`config.mk`:
```
export PLATFORM = sky130hd
export DESIGN_NAME = cpu_regfile_mp
export DESIGN_NICKNAME = d
export VERILOG_FILES = /design/src/rtl/cpu_regfile_mp.sv
export SDC_FILE = /design/constraint.sdc
export NUM_CORES = 2
export LEC_CHECK = 0
export ABC_AREA = 0
export BUFFER_PORTS_ARGS = -buffer_cell sky130_fd_sc_hd__buf_4
export CORE_MARGIN = 2
export CORE_UTILIZATION = 35
export CTS_CLUSTER_DIAMETER = 40
export DETAILED_ROUTE_END_ITERATION = 8
export GPL_ROUTABILITY_DRIVEN = 0
export HOLD_SLACK_MARGIN = 0.15
export MAX_ROUTING_LAYER = met4
export PLACE_DENSITY = 0.56
export SETUP_SLACK_MARGIN = 0.15
export SYNTH_ARGS = -nofsm -noshare
export SYNTH_HDL_FRONTEND = slang
export SYNTH_SLANG_ARGS = --single-unit
```
`constraint.sdc`:
```
create_clock -name clk_i -period 5.4 [get_ports clk_i]
set_input_delay 1.62 -clock clk_i [delete_from_list [all_inputs] [get_ports clk_i]]
set_output_delay 1.62 -clock clk_i [all_outputs]
set_load 0.02 [all_outputs]
```
`src/rtl/cpu_regfile_mp.sv`:
```
`timescale 1ns/1ps
// cpu_regfile_mp
// Multi-port CPU register file: two registered read ports, one write port,
// a program-counter port with auto-increment and a per-register scoreboard
// of pending writes. Register 0 always reads as zero.
//
// Optional feature: define REGFILE_BYPASS_EN to forward same-cycle writes
// (and the PC increment) to the read ports. Without it, a read that
// coincides with a write to the same register returns the pre-write value.
module cpu_regfile_mp #(
  parameter int          DAT_WIDTH = 64,
  parameter int          REG_COUNT = 32,
  parameter int          PC_REG    = 31,
  parameter logic [63:0] PC_RESET  = 64'h800000000000,
  parameter int          PC_STEP   = 8,
  parameter int          ID_W      = $clog2(REG_COUNT)
) (
  input  logic                 clk_i,
  input  logic                 rst_i,
  input  logic                 ra_en_i,
  input  logic [ID_W-1:0]      ra_id_i,
  output logic [DAT_WIDTH-1:0] ra_dat_o,
  output logic                 ra_vld_o,
  input  logic                 rb_en_i,
  input  logic [ID_W-1:0]      rb_id_i,
  output logic [DAT_WIDTH-1:0] rb_dat_o,
  output logic                 rb_vld_o,
  input  logic                 we_i,
  input  logic [ID_W-1:0]      wr_id_i,
  input  logic [DAT_WIDTH-1:0] wr_dat_i,
  output logic [DAT_WIDTH-1:0] pc_o,
  input  logic                 pc_inc_i,
  input  logic                 mark_i,
  input  logic [ID_W-1:0]      mark_id_i,
  output logic [REG_COUNT-1:0] pend_o
);

  localparam logic [DAT_WIDTH-1:0] PC_INIT = DAT_WIDTH'(PC_RESET);
  localparam logic [DAT_WIDTH-1:0] PC_INC  = DAT_WIDTH'(PC_STEP);
  localparam logic [ID_W-1:0]      PC_ID   = ID_W'(PC_REG);

  logic [DAT_WIDTH-1:0] regs   [REG_COUNT];
  logic [DAT_WIDTH-1:0] reg_wd [REG_COUNT];
  logic [REG_COUNT-1:0] reg_we;
  logic [REG_COUNT-1:0] pend;
  logic [REG_COUNT-1:0] pend_next;
  logic [DAT_WIDTH-1:0] pc_cur;
  logic [DAT_WIDTH-1:0] pc_plus;
  logic                 pc_write_hit;
  logic                 pc_inc_take;
  logic [DAT_WIDTH-1:0] ra_next;
  logic [DAT_WIDTH-1:0] rb_next;

  assign pc_cur = regs[PC_REG];
  assign pc_o   = pc_cur;
  assign pend_o = pend;

  // PC increment is suppressed whenever an explicit write targets the PC (a jump)
  always_comb begin
    pc_write_hit = we_i && (wr_id_i == PC_ID);
    pc_inc_take  = pc_inc_i && !pc_write_hit;
    pc_plus      = pc_cur + PC_INC;
  end

  // Per-register write enable and data; register 0 is never written
  always_comb begin
    for (int i = 0; i < REG_COUNT; i++) begin
      reg_we[i] = 1'b0;
      reg_wd[i] = wr_dat_i;
      if ((i != 0) && we_i && (wr_id_i == ID_W'(i))) begin
        reg_we[i] = 1'b1;
      end else if ((i == PC_REG) && pc_inc_take) begin
        reg_we[i] = 1'b1;
        reg_wd[i] = pc_plus;
      end
    end
  end

`ifdef REGFILE_BYPASS_EN
  // Read data selection with forwarding of this cycle's register update
  always_comb begin
    ra_next = '0;
    rb_next = '0;
    if (ra_id_i != '0) begin
      ra_next = reg_we[ra_id_i] ? reg_wd[ra_id_i] : regs[ra_id_i];
    end
    if (rb_id_i != '0) begin
      rb_next = reg_we[rb_id_i] ? reg_wd[rb_id_i] : regs[rb_id_i];
    end
  end
`else
  // Read data selection from current register state (pre-write values)
  always_comb begin
    ra_next = '0;
    rb_next = '0;
    if (ra_id_i != '0) begin
      ra_next = regs[ra_id_i];
    end
    if (rb_id_i != '0) begin
      rb_next = regs[rb_id_i];
    end
  end
`endif

  // Register storage: reset clears everything except the PC, which gets its boot value
  always_ff @(posedge clk_i) begin
    if (rst_i) begin
      for (int i = 0; i < REG_COUNT; i++) begin
        regs[i] <= (i == PC_REG) ? PC_INIT : '0;
      end
    end else begin
      for (int i = 0; i < REG_COUNT; i++) begin
        if (reg_we[i]) begin
          regs[i] <= reg_wd[i];
        end
      end
    end
  end

  // Read port A: one-cycle latency, data holds when the port is idle
  always_ff @(posedge clk_i) begin
    if (rst_i) begin
      ra_dat_o <= '0;
      ra_vld_o <= 1'b0;
    end else begin
      ra_vld_o <= ra_en_i;
      if (ra_en_i) begin
        ra_dat_o <= ra_next;
      end
    end
  end

  // Read port B: identical to port A and fully independent of it
  always_ff @(posedge clk_i) begin
    if (rst_i) begin
      rb_dat_o <= '0;
      rb_vld_o <= 1'b0;
    end else begin
      rb_vld_o <= rb_en_i;
      if (rb_en_i) begin
        rb_dat_o <= rb_next;
      end
    end
  end

  // Scoreboard update: a write retires the pending bit, a mark of the same register re-arms it
  always_comb begin
    pend_next = pend;
    for (int i = 0; i < REG_COUNT; i++) begin
      if (we_i && (wr_id_i == ID_W'(i))) begin
        pend_next[i] = 1'b0;
      end
      if ((i != 0) && mark_i && (mark_id_i == ID_W'(i))) begin
        pend_next[i] = 1'b1;
      end
    end
  end

  // Scoreboard register
  always_ff @(posedge clk_i) begin
    if (rst_i) begin
      pend <= '0;
    end else begin
      pend <= pend_next;
    end
  end

endmodule

```
==> summary.md <==
| Metric | Value |
|---|---|
| Switch Pwr | `approximately 13 mW` |
| Setup TNS | `0 ns` |
| Final setup violation count | `0` |
| Gate power share | `0.106` |
| VDD IR max | `0.000268 V` |
| Initial antenna violation count | `20` |
| Setup CP Type | `reg -> reg` |
| Wire per inst | `roughly 37 um` |
| Starting Density | `0.351` |
| EDFF count, synth | `just under 2,000` |
| HPWL Detailed | `roughly 260,000 um` |
| CP required | `6.01 ns` |
| Worst hold path class | `reg -> reg` |
| Sw Ratio | `0.259` |
| Die W | `547 um` |
| Least-Margin Pin Slew | `around 1.3 ns` |
| Port bufs | `~320` |
| Fillers | `26,500` |
| Global-route congestion overflow total | `0` |
| Die Area | `about 300,000 um^2` |
| Top-count cell post-synth | `edfxtp_1` |
| Crit path arrival time | `between 4 and 5 ns` |
| Final Max Tran Viols | `0` |
| Post CTS Setup Buffer Count | `0` |
| Maximum clock rate | `between 0.2 and 0.25 GHz` |
| Die H | `~550 um` |
| Yosys warns | `0` |
| IO Pins | `roughly 320` |
| CTS H-Tree Depth | `5` |
| Vias in the first global route | `~73,000` |
| Worst-path fanout max | `5` |
| Synth Net Count | `roughly 7,300` |
| Antenna viol nets, final | `0` |
| Largest net degree at the start of global routing | `98` |
| Area of the mapped netlist | `approximately 100,000 um^2` |
| Post-synthesis register bit count | `around 2,100` |
| Worst setup EP type | `flop` |
| Clock power frac | `0.478` |
| Netlist cell types | `57` |
| Vias/cell | `6.31` |
| Starting DRT DRC Count | `11,400` |
| Post-Syn Instances | `7,239` |
| Avg Inst Size Synth | `14.2 um^2` |
| Seq/Total Area, Yosys | `0.609` |
| Setup Skew | `0.0410 ns` |
| Layout Utilization | `0.423` |
| First-pass GRT wire length | `592,000 um` |
| Outcome | `complete, no violations` |
| Layout cells sized above 1 | `0.282` |
| Total Routed Length | `432,000 um` |
| Cell Int Power | `around 36 mW` |
| Commonest cells post-synth | `edfxtp_1 (1,984), nor2_1 (1,272), mux4_2 (768)` |
| Clock Sinks | `2,145` |
| Hold buffer count at CTS | `0` |
| Initial DRT Pass Iterations | `6` |
| CTS tree | `done` |
| Final nets | `roughly 7,700` |
| Clock-pin slew on the worst setup and hold paths | `0.06 ns` |
| Top-area cell type share of the netlist area | `0.578` |
| Startpoint Class | `flop` |
| Total number of vias | `between 70,000 and 80,000` |
| Post-cts sizing count | `0` |
| Clk_lat worst skew | `roughly 0.90 ns` |
| Cell row count | `roughly 200` |
| RSZ-0062 raised after global routing | `false` |
| Pwr dens | `~400 nW/um^2` |
| Largest cells by area after synthesis | `edfxtp_1 (58%), mux4_2 (17%), nor2_1 (4.6%)` |
| Period utilization | `0.782` |
| Core Region | `293,000 um^2` |
| Main flop type after synthesis | `edfxtp_1` |
| Synth area leader | `edfxtp_1` |
| GR Util All Layers | `0.290` |
| Root Driver | `clkbuf_16` |
| Synthesis-to-finish area growth | `20.5%` |
| Max_slew headroom | `0.149` |
| DRC violations left | `0` |
| Final hold vios | `0` |
| Flop pwr share | `0.417` |
| Pleak | `roughly 43 nW` |
| CTS buffer count | `around 340` |
| Ys async rst share | `0` |
| Max-cap violations | `0` |
| Clk buf depth | `4` |
| Final min period | `4.22 ns` |
==> layout by cell type, fill, tap and decap left out, drive strengths merged, types with 5 or more instances in the layout <==
cell type  count
diode         18
nand2b         8
nor4          14
xor2          22
clkinv       110
o32ai          6
nand3        215
o31ai          5
a211oi        13
o22ai        156
dfxtp        161
and3           6
xnor2         36
nand2        678
a21oi        147
nand4         19
o311ai       128
edfxtp      1984
clkbuf       387
buf          637
clkinvlp      31
mux2i        321
a22oi        200
nor2        1272
mux4         768
inv          149
nor2b          8
and4           8
mux2         128
a221oi        65
a32o           7
o21ai         88
nor3          14
bufinv        50
==> worst paths after layout <==
check	startpoint	endpoint	slack, ns	cells past startpoint
hold / removal	pend_o[23]	pend_o[23]	0.47	2
hold reg to reg	pend_o[23]	pend_o[23]	0.47	2
setup reg to reg	regs[31][4]	regs[31][55]	1.18	8
setup / recovery	regs[31][4]	regs[31][55]	1.18	8
==> registers in the layout (all words and copies together), names as in the netlist <==
signal and cells:
ra_dat_o 64, regs 1984, rb_vld_o 1, ra_vld_o 1, rb_dat_o 64, pend_o 31
==> metal layers <==
layer	up-vias	part of all wire	GRT usage
li1	28900	-	-
met2	5485	0.46	0.438
met4	0	0.062	0.154
met3	1156	0.11	0.0639
met5	-	0	-
met1	39000	0.37	0.366
==> logic make-up after synthesis <==
family          after synthesis  share of synthesized area
buf+inv                     743                     0.0290
compound gates              818                     0.0547
other cells                   1                  0.0000364
flops                      2145                      0.609
fa+ha+maj                     1                   0.000121
simple gates               2256                     0.0888
xor+xnor                     58                    0.00493
mux                        1217                      0.213
==> power by group through the flow <==
| stage | clock, mW | sequential (mW) | combinational, mW |
|---|---|---|---|
| floorplan | 0 | 20.3 | 2.82 |
| global placement | 0 | 20.4 | 5.02 |
| detailed placement | 0 | 20.5 | 5.06 |
| CTS | 23.3 | 20.2 | 5.07 |
| global route | 24.0 | 20.3 | 5.30 |
| finish | 23.2 | 20.2 | 5.13 |
==> per-stage QoR <==
step / instances / hold WS, ns / setup slack (ns) / total power [mW] / area (um^2)
floorplan: 7239 / 0.530 / 0.894 / 23.2 / 103000
detailed placement: 11200 / 0.456 / 0.911 / 25.6 / 112000
global placement: 11200 / 0.452 / 0.910 / 25.5 / 112000
finish: 11800 / 0.466 / 1.18 / 48.6 / 124000
CTS: 11800 / 0.464 / 1.45 / 48.6 / 124000
global route: 11800 / 0.493 / 1.23 / 49.6 / 124000
==> critical path, stage by stage (launching register included) <==
cell	delay, ns
edfxtp_1	0.76
ha_1	0.36
nand2_1	0.13
nor3_2	0.90
nor4bb_4	0.92
buf_4	0.30
nand3_1	0.24
xor2_1	0.22
a21oi_1	0.08
==> area by class of cell <==
class	instances	area (um^2)	area share
diodes	18	45.0	0.000363
clock buffers	387	8990	0.0724
clock inverters	239	3080	0.0248
inverters	101	392	0.00315
multi-input cells	4351	37800	0.305
flip-flops and latches	2145	62800	0.506
well taps	3919	4900	0.0395
repair buffers	637	6150	0.0496
Power figures use the tool's default switching activity.
